### src/rtl/mac_seq.sv
// Sequential radix-4 shift-add multiply-accumulate unit with valid/ready handshakes.
// Define MAC_SATURATE_EN to saturate the accumulator on overflow instead of wrapping.
module mac_seq #(
  parameter int WIDTH = 8,
  parameter int ACC_W = 2*WIDTH+4
) (
  input  logic               clk,
  input  logic               rst_n,
  input  logic               in_valid,
  output logic               in_ready,
  input  logic [WIDTH-1:0]   in_a,
  input  logic [WIDTH-1:0]   in_b,
  input  logic               in_clr,
  output logic               out_valid,
  input  logic               out_ready,
  output logic [2*WIDTH-1:0] out_prod,
  output logic [ACC_W-1:0]   out_acc,
  output logic               out_ovf,
  output logic               busy
);

  localparam int DIGITS = WIDTH/2;
  localparam int KW     = $clog2(DIGITS) + 1;

  typedef enum logic [1:0] {IDLE, MUL, ACC, HOLD} state_t;

  state_t             state, state_nxt;
  logic [WIDTH-1:0]   a_reg, b_reg;
  logic               clr_reg;
  logic [KW-1:0]      k;
  logic [2*WIDTH-1:0] partial, prod_reg;
  logic [ACC_W-1:0]   acc;
  logic               ovf;

  logic [WIDTH+1:0]   a_ext, slice;
  logic [2*WIDTH-1:0] slice_shifted;
  logic [ACC_W:0]     sum;
  logic               last_digit;

  // b_reg shifts right each MUL cycle, so its low two bits are always the current digit.
  always_comb begin
    a_ext = {2'b00, a_reg};
    slice = '0;
    case (b_reg[1:0])
      2'd0:    slice = '0;
      2'd1:    slice = a_ext;
      2'd2:    slice = a_ext << 1;
      default: slice = a_ext + (a_ext << 1);
    endcase
    slice_shifted = (2*WIDTH)'(slice) << {k, 1'b0};
    sum           = {1'b0, acc} + (ACC_W+1)'(partial);
    last_digit    = (k == KW'(DIGITS-1));
  end

  always_ff @(posedge clk) begin
    if (!rst_n) state <= IDLE;
    else        state <= state_nxt;
  end

  always_comb begin
    state_nxt = state;
    case (state)
      IDLE:    if (in_valid)   state_nxt = MUL;
      MUL:     if (last_digit) state_nxt = ACC;
      ACC:                     state_nxt = HOLD;
      HOLD:    if (out_ready)  state_nxt = IDLE;
      default:                 state_nxt = IDLE;
    endcase
  end

  always_ff @(posedge clk) begin
    if (!rst_n) begin
      a_reg    <= '0;
      b_reg    <= '0;
      clr_reg  <= 1'b0;
      k        <= '0;
      partial  <= '0;
      prod_reg <= '0;
      acc      <= '0;
      ovf      <= 1'b0;
    end else begin
      case (state)
        IDLE: begin
          if (in_valid) begin
            a_reg   <= in_a;
            b_reg   <= in_b;
            clr_reg <= in_clr;
            partial <= '0;
            k       <= '0;
          end
        end
        MUL: begin
          partial <= partial + slice_shifted;
          b_reg   <= b_reg >> 2;
          k       <= k + KW'(1);
        end
        ACC: begin
          prod_reg <= partial;
          if (clr_reg) begin
            acc <= ACC_W'(partial);
            ovf <= 1'b0;
          end else if (sum[ACC_W]) begin
            ovf <= 1'b1;
`ifdef MAC_SATURATE_EN
            acc <= '1;
`else
            acc <= sum[ACC_W-1:0];
`endif
          end else begin
            acc <= sum[ACC_W-1:0];
          end
        end
        default: ;
      endcase
    end
  end

  assign in_ready  = (state == IDLE);
  assign busy      = (state != IDLE);
  assign out_valid = (state == HOLD);
  assign out_prod  = prod_reg;
  assign out_acc   = acc;
  assign out_ovf   = ovf;

endmodule

### config.mk
export PLATFORM = sky130hd
export DESIGN_NAME = mac_seq
export DESIGN_NICKNAME = d
export VERILOG_FILES = /design/src/rtl/mac_seq.sv
export SDC_FILE = /design/constraint.sdc
export NUM_CORES = 1
export LEC_CHECK = 0
export CAP_MARGIN = 20
export CORE_MARGIN = 4
export CORE_UTILIZATION = 61
export DETAILED_ROUTE_END_ITERATION = 8
export PLACE_DENSITY = 0.83
export SETUP_SLACK_MARGIN = 0.15
export SLEW_MARGIN = 15
export SYNTH_ARGS = -nofsm -noshare
export SYNTH_HDL_FRONTEND = slang
export SYNTH_SLANG_ARGS = --single-unit
### constraint.sdc
create_clock -name clk -period 6.5 [get_ports clk]
set_input_delay 0.65 -clock clk [delete_from_list [all_inputs] [get_ports clk]]
set_output_delay 0.65 -clock clk [all_outputs]
set_load 0.01 [all_outputs]
Word-level counts from Yosys, hierarchy flattened --
Cells that the tools add are included.
Word-level totals: bits in registers 75, input port bits 21, output and inout port bits 40, logic and storage cells 46
Operators by class: add/sub/neg operators 4, equal/unequal tests 9, shift operators 1, mux-type cells 14, reduce and logical (&&, ||, !) cells 9
Operators with widths (count):
- one-hot mux 16 bit (2 select lines) | 1
- one-hot mux 10 bit (3 select lines) | 1
- adder 20 x 16 -> 21 bit | 1
- two-way mux 20 bit | 1
- adder 16 bit | 1
- two-way mux 16 bit | 1
- one-hot mux 8 bit (2 select lines) | 1
- << shifter 10 x 4 -> 16 bit | 1
- adder 8 x 9 -> 10 bit | 1
- two-way mux 8 bit | 1
- one-hot mux 2 bit (4 select lines) | 1
- equality test 2 bit, second input constant | 3
- two-way mux 2 bit | 3
- one-hot mux 3 bit (2 select lines) | 1
- AND reduction 2 bit | 3
- nonzero test 2 bit | 3
- equality test 2 x 1 -> 1 bit, second input constant | 2
- logical NOT 2 bit | 2
- != test 2 bit, second input constant | 2
- adder 3 x 1 -> 3 bit, second input constant | 1
- equality test 3 x 2 -> 1 bit, second input constant | 1
- two-way mux 3 bit | 1
- AND reduction 3 bit | 1
- two-way mux 1 bit | 2
- != test 2 x 1 -> 1 bit, second input constant | 1

Depth between registers and ports, before layout --
depth after elaboration 5, mapped depth 20, mapped depth without buffers 20

Worst setup path before layout --
OpenSTA, ideal clock, no wires.
path type register to register, from register a_reg[1], to register partial[15], library setup time 117 ps, arrival time 3668 ps, path slack 2715 ps, stages on the path, launching flop included 19, clock period less this slack 3785 ps, path through dfxtp_1 -> ha_1 -> inv_1 -> fa_1 -> nand2b_1 -> a21oi_1 -> nand4b_1 -> a31o_2 -> mux2_2 -> o21ai_0 -> o2bb2ai_1 -> ha_1 -> a21o_1 -> a211o_1 -> o31a_1 -> a31oi_1 -> xnor2_1 -> o21ai_1 -> a22o_1
Between the ends: word-level cells in the longest chain between the ends 5
Ends and longest elaborated chain:
- start, declared | line 28 | logic [WIDTH-1:0] a_reg, b_reg;
- start signal, assigned | line 85 | a_reg <= in_a;
- adder 8 x 9 -> 10 bit | line 48 | default: slice = a_ext + (a_ext << 1);
- one-hot mux 10 bit (3 select lines) * | line 44 | case (b_reg[1:0])
- << shifter 10 x 4 -> 16 bit * | line 50 | slice_shifted = (2*WIDTH)'(slice) << {k, 1'b0};
- adder 16 bit * | line 93 | partial <= partial + slice_shifted;
- one-hot mux 16 bit (2 select lines) * | line 82 | case (state)
- end signal, assigned | line 93
- end, declared | line 31 | logic [2*WIDTH-1:0] partial, prod_reg;
Every way passes the cells marked *; elsewhere a longest branch is shown, timed or not. A chain may end at the register's enable or synchronous reset.

Worst setup path in the final report --
from register a_reg[2], to register partial[15]
The elaborated chain is that of the path after synthesis.

==> PnR_summary.wiki <==
{| class="wikitable"
! Metric !! Value
|-
| Run status || complete, no violations
|-
| Post-DR wirelength/cell || 15.6 um
|-
| Sum Neg Setup Slack || 0 ns
|-
| Number of max-slew violations in the final report || 0
|-
| Final Routed Wirelength || 12,200 um
|-
| Pin count of the biggest net entering global routing || 76
|-
| Post-synthesis compound-gate area fraction || 24.6%
|-
| CTS Root Cell || sky130_fd_sc_hd__clkbuf_8
|-
| Proportion of layout cells with a drive suffix above 1 || 4.40%
|-
| Growth of design area from synthesis to finish || 15.9%
|-
| Worst rel slew slack || 52.0%
|-
| Diode count || 0
|-
| Hold WC Path Type || register to register
|-
| Core outline area || 8260 um^2
|-
| Critical path's slowest cell || sky130_fd_sc_hd__dfxtp_1
|-
| DRT met1 WL || 5690 um
|-
| FP Rows || 33
|-
| Syn Nets || 703
|-
| Data required time at the worst endpoint || 6.74 ns
|-
| Dominant combinational cell family by area after synthesis || compound AO/OA/AOI/OAI gates
|-
| Final critical path time including I/O delays and setup || 4.26 ns
|-
| Highest clock rate || 235 MHz
|-
| Sequential cell area fraction in the yosys report || 29.0%
|-
| Post-CTS setup buffers || 0
|-
| DRT iter0 DRCs || 267
|-
| Ranking of synthesized cells by area || sky130_fd_sc_hd__dfxtp_1, sky130_fd_sc_hd__ha_1, sky130_fd_sc_hd__mux2i_1, sky130_fd_sc_hd__nor2b_1, sky130_fd_sc_hd__nand2_1
|-
| Destination of the worst register-to-register timing path || partial[15]
|-
| Arrival time at the worst endpoint || 4.51 ns
|-
| Residual DRC count || 0
|-
| Number of sinks on the clock net || 75
|-
| Maximum single-stage delay on the critical path || 0.44 ns
|-
| Synth Area in Adders || 12.0%
|-
| Hold-fix buffers, CTS || 0
|-
| Number of synthesized flops with an enable pin || 0
|-
| Top layer in use || met4
|-
| Antenna violations before repair || 0
|-
| Die boundary width || 100 um
|-
| Number of vias per cell || 5.95
|-
| Top-level port count || 61
|-
| Final Hold Fails || 0
|-
| Synthesized-area fraction occupied by and/or/nand/nor cells || 19.4%
|-
| Insertion delay of the later-clocked pin in the worst-skew pair || 0.35 ns
|-
| Number of buffer cells added on primary ports || 60
|-
| Initial core utilization || 62.8%
|-
| Start-to-end type of the worst setup path || register to register
|-
| Die footprint || 10,000 um^2
|-
| Htree depth || 3
|-
| Multiplexer fraction of the synthesized cell area || 6.44%
|-
| Placed wire-length estimate after detailed placement || 8810 um
|-
| Number of flip-flops under the largest register name || 20
|-
| Number of cells produced by synthesis || 634
|-
| XOR/XNOR share of the synthesized area || 4.73%
|-
| Post-route clock skew || 0.0138 ns
|-
| Critical path's top delay family || compound AO/OA/AOI/OAI gates
|-
| Highest net fanout along the worst path || 6
|-
| Cell types with the highest counts after synthesis || sky130_fd_sc_hd__dfxtp_1, sky130_fd_sc_hd__nand2_1, sky130_fd_sc_hd__o21ai_0
|-
| Fraction of registers with async set or reset after synthesis || 0%
|-
| Number of max-cap violations || 0
|-
| Nature of the critical path startpoint || register
|-
| Total power divided by cell area || 294 nW/um^2
|-
| Tcrit/Tclk final || 65.6%
|-
| Reg-to-reg critical path startpoint || a_reg[2]
|-
| Worst Hold Path EP || out_ovf
|-
| Die Y-Extent || 100 um
|-
| Met3 routed WL || 531 um
|-
| Wire length of the first global-routing pass || 20,700 um
|-
| Worst Hold Depth || 2
|-
| Maximum vdd ir drop || 0.355 mV
|-
| Remaining antenna violation count after routing || 0
|-
| Element type at the critical path end || register
|-
| Pleak || 2.48 nW
|-
| Proportion of netlist area held by the largest area contributor || 29.0%
|-
| Register-to-register setup slack || 2.24 ns
|-
| Vias || 4,685
|-
| Unrepaired setup endpoints after global routing || false
|-
| Number of buffers created by CTS || 9
|-
| Setup-violating endpoint count in the final report || 0
|-
| Clock slew seen by the registers of the worst setup and hold paths || 0.09 ns
|-
| Via count of the first global-routing pass || 4,509
|-
| Cell count of the worst reg-to-reg path || 19
|-
| Critical path cell sequence || ha_1 -> a21o_1 -> a21oi_1 -> nor2b_1 -> o21ai_0 -> nor2b_1 -> xor2_1 -> a211oi_1 -> mux2i_1 -> o22ai_1 -> ha_1 -> o21a_1 -> o21ai_0 -> o31ai_1 -> o31a_1 -> a31oi_1 -> xnor2_1 -> o21ai_1 -> a22o_1
|-
| Wire length on met2 || 5840 um
|-
| Count of state elements after synthesis || 75
|-
| Bufs on Longest Clock Path || 2
|-
| Cell taking the most area after synthesis || sky130_fd_sc_hd__dfxtp_1
|-
| Startpoint of the lowest-slack hold path || out_ovf
|-
| Count leader, synth || sky130_fd_sc_hd__dfxtp_1
|-
| Post-synth top flop || sky130_fd_sc_hd__dfxtp_1
|-
| Synth warnings || 0
|-
| Transition time of the tightest slew-check pin || 0.719 ns
|-
| Total GRT Usage || 25.0%
|-
| Remaining global-route overflow || 0
|-
| Netlist area before placement || 5180 um^2
|-
| Net count reported at finish || 747
|-
| Placer congestion estimate || 0.889
|-
| Average cell area after synthesis || 8.18 um^2
|-
| Util after Layout || 72.8%
|-
| Count of cell types in the netlist || 57
|-
| Worst hold margin || 0.502 ns
|-
| Number of cells upsized or downsized after cts || 0
|-
| Worst Path Buf+Inv || 0
|-
| CTS tree || built
|-
| Iteration count of the initial detailed-routing pass || 5
|}
==> where the power goes <==
| part | internal, mW | switching, mW | leakage (nW) |
|---|---|---|---|
| Combinational | 0.341 | 0.438 | 1.78 |
| Sequential | 0.531 | 0.0959 | 0.608 |
| Clock | 0.177 | 0.183 | 0.0959 |
| Total | 1.05 | 0.717 | 2.48 |
==> worst max-delay path by stage <==
stage                             end  depth (start not counted)  slack [ns]      from
final                     partial[15]                         19        2.24  a_reg[2]
after floorplan           partial[15]                         18        2.71  a_reg[1]
after detailed placement  partial[15]                         18        2.30  a_reg[2]
after global routing      partial[15]                         19        1.84  a_reg[2]
after CTS                 partial[15]                         19        2.28  a_reg[2]
after global placement    partial[15]                         18        2.47  a_reg[2]
==> worst min-delay path: stages, from the launching register on <==
cell and delay, ns:
sky130_fd_sc_hd__dfxtp_1 0.34, sky130_fd_sc_hd__a31oi_1 0.05, sky130_fd_sc_hd__nor2_1 0.08
==> stage by stage <==
step	total power, mW	instance area [um^2]	setup slack (ns)	cells
final	1.77	6010	2.24	787
after global routing	1.89	6010	1.84	787
after CTS	1.77	6010	2.28	787
after detailed placement	1.41	5820	2.30	772
after global placement	1.38	5820	2.47	772
after floorplan	1.19	5180	2.71	634
==> cell type report <==
class	instances	area [um^2]
clock buffer	9	124
clock inverter	6	65.1
fill	690	2250
inverter	23	86.3
multi-input combinational	506	3480
sequential	75	1500
tap	105	131
timing repair buffer	63	621
==> placed cells by master, fill, tap and decap left out, types with 22 or more instances in the layout <==
master / instances
sky130_fd_sc_hd__nor2b_1: 44
sky130_fd_sc_hd__clkdlybuf4s50_1: 59
sky130_fd_sc_hd__nor2_1: 34
sky130_fd_sc_hd__o21ai_0: 46
sky130_fd_sc_hd__inv_1: 22
sky130_fd_sc_hd__nand2_1: 72
sky130_fd_sc_hd__a21oi_1: 43
sky130_fd_sc_hd__mux2i_1: 30
sky130_fd_sc_hd__ha_1: 44
sky130_fd_sc_hd__dfxtp_1: 75
==> layer usage <==
layer  vias up  global-route usage (%)
li1       2360                       -
met1      2191                    32.6
met2       115                    42.6
met3        19                    3.68
met4         0                    7.77
met5         -                       0
==> kinds of logic after synthesis <==
family / Yosys count
adder cells (fa/ha/maj): 48
flip-flops: 75
buffers and inverters: 53
AO/OA/AOI/OAI: 194
XOR/XNOR: 28
multiplexers: 33
AND/OR/NAND/NOR: 203
(Power assumes the default switching activity.)
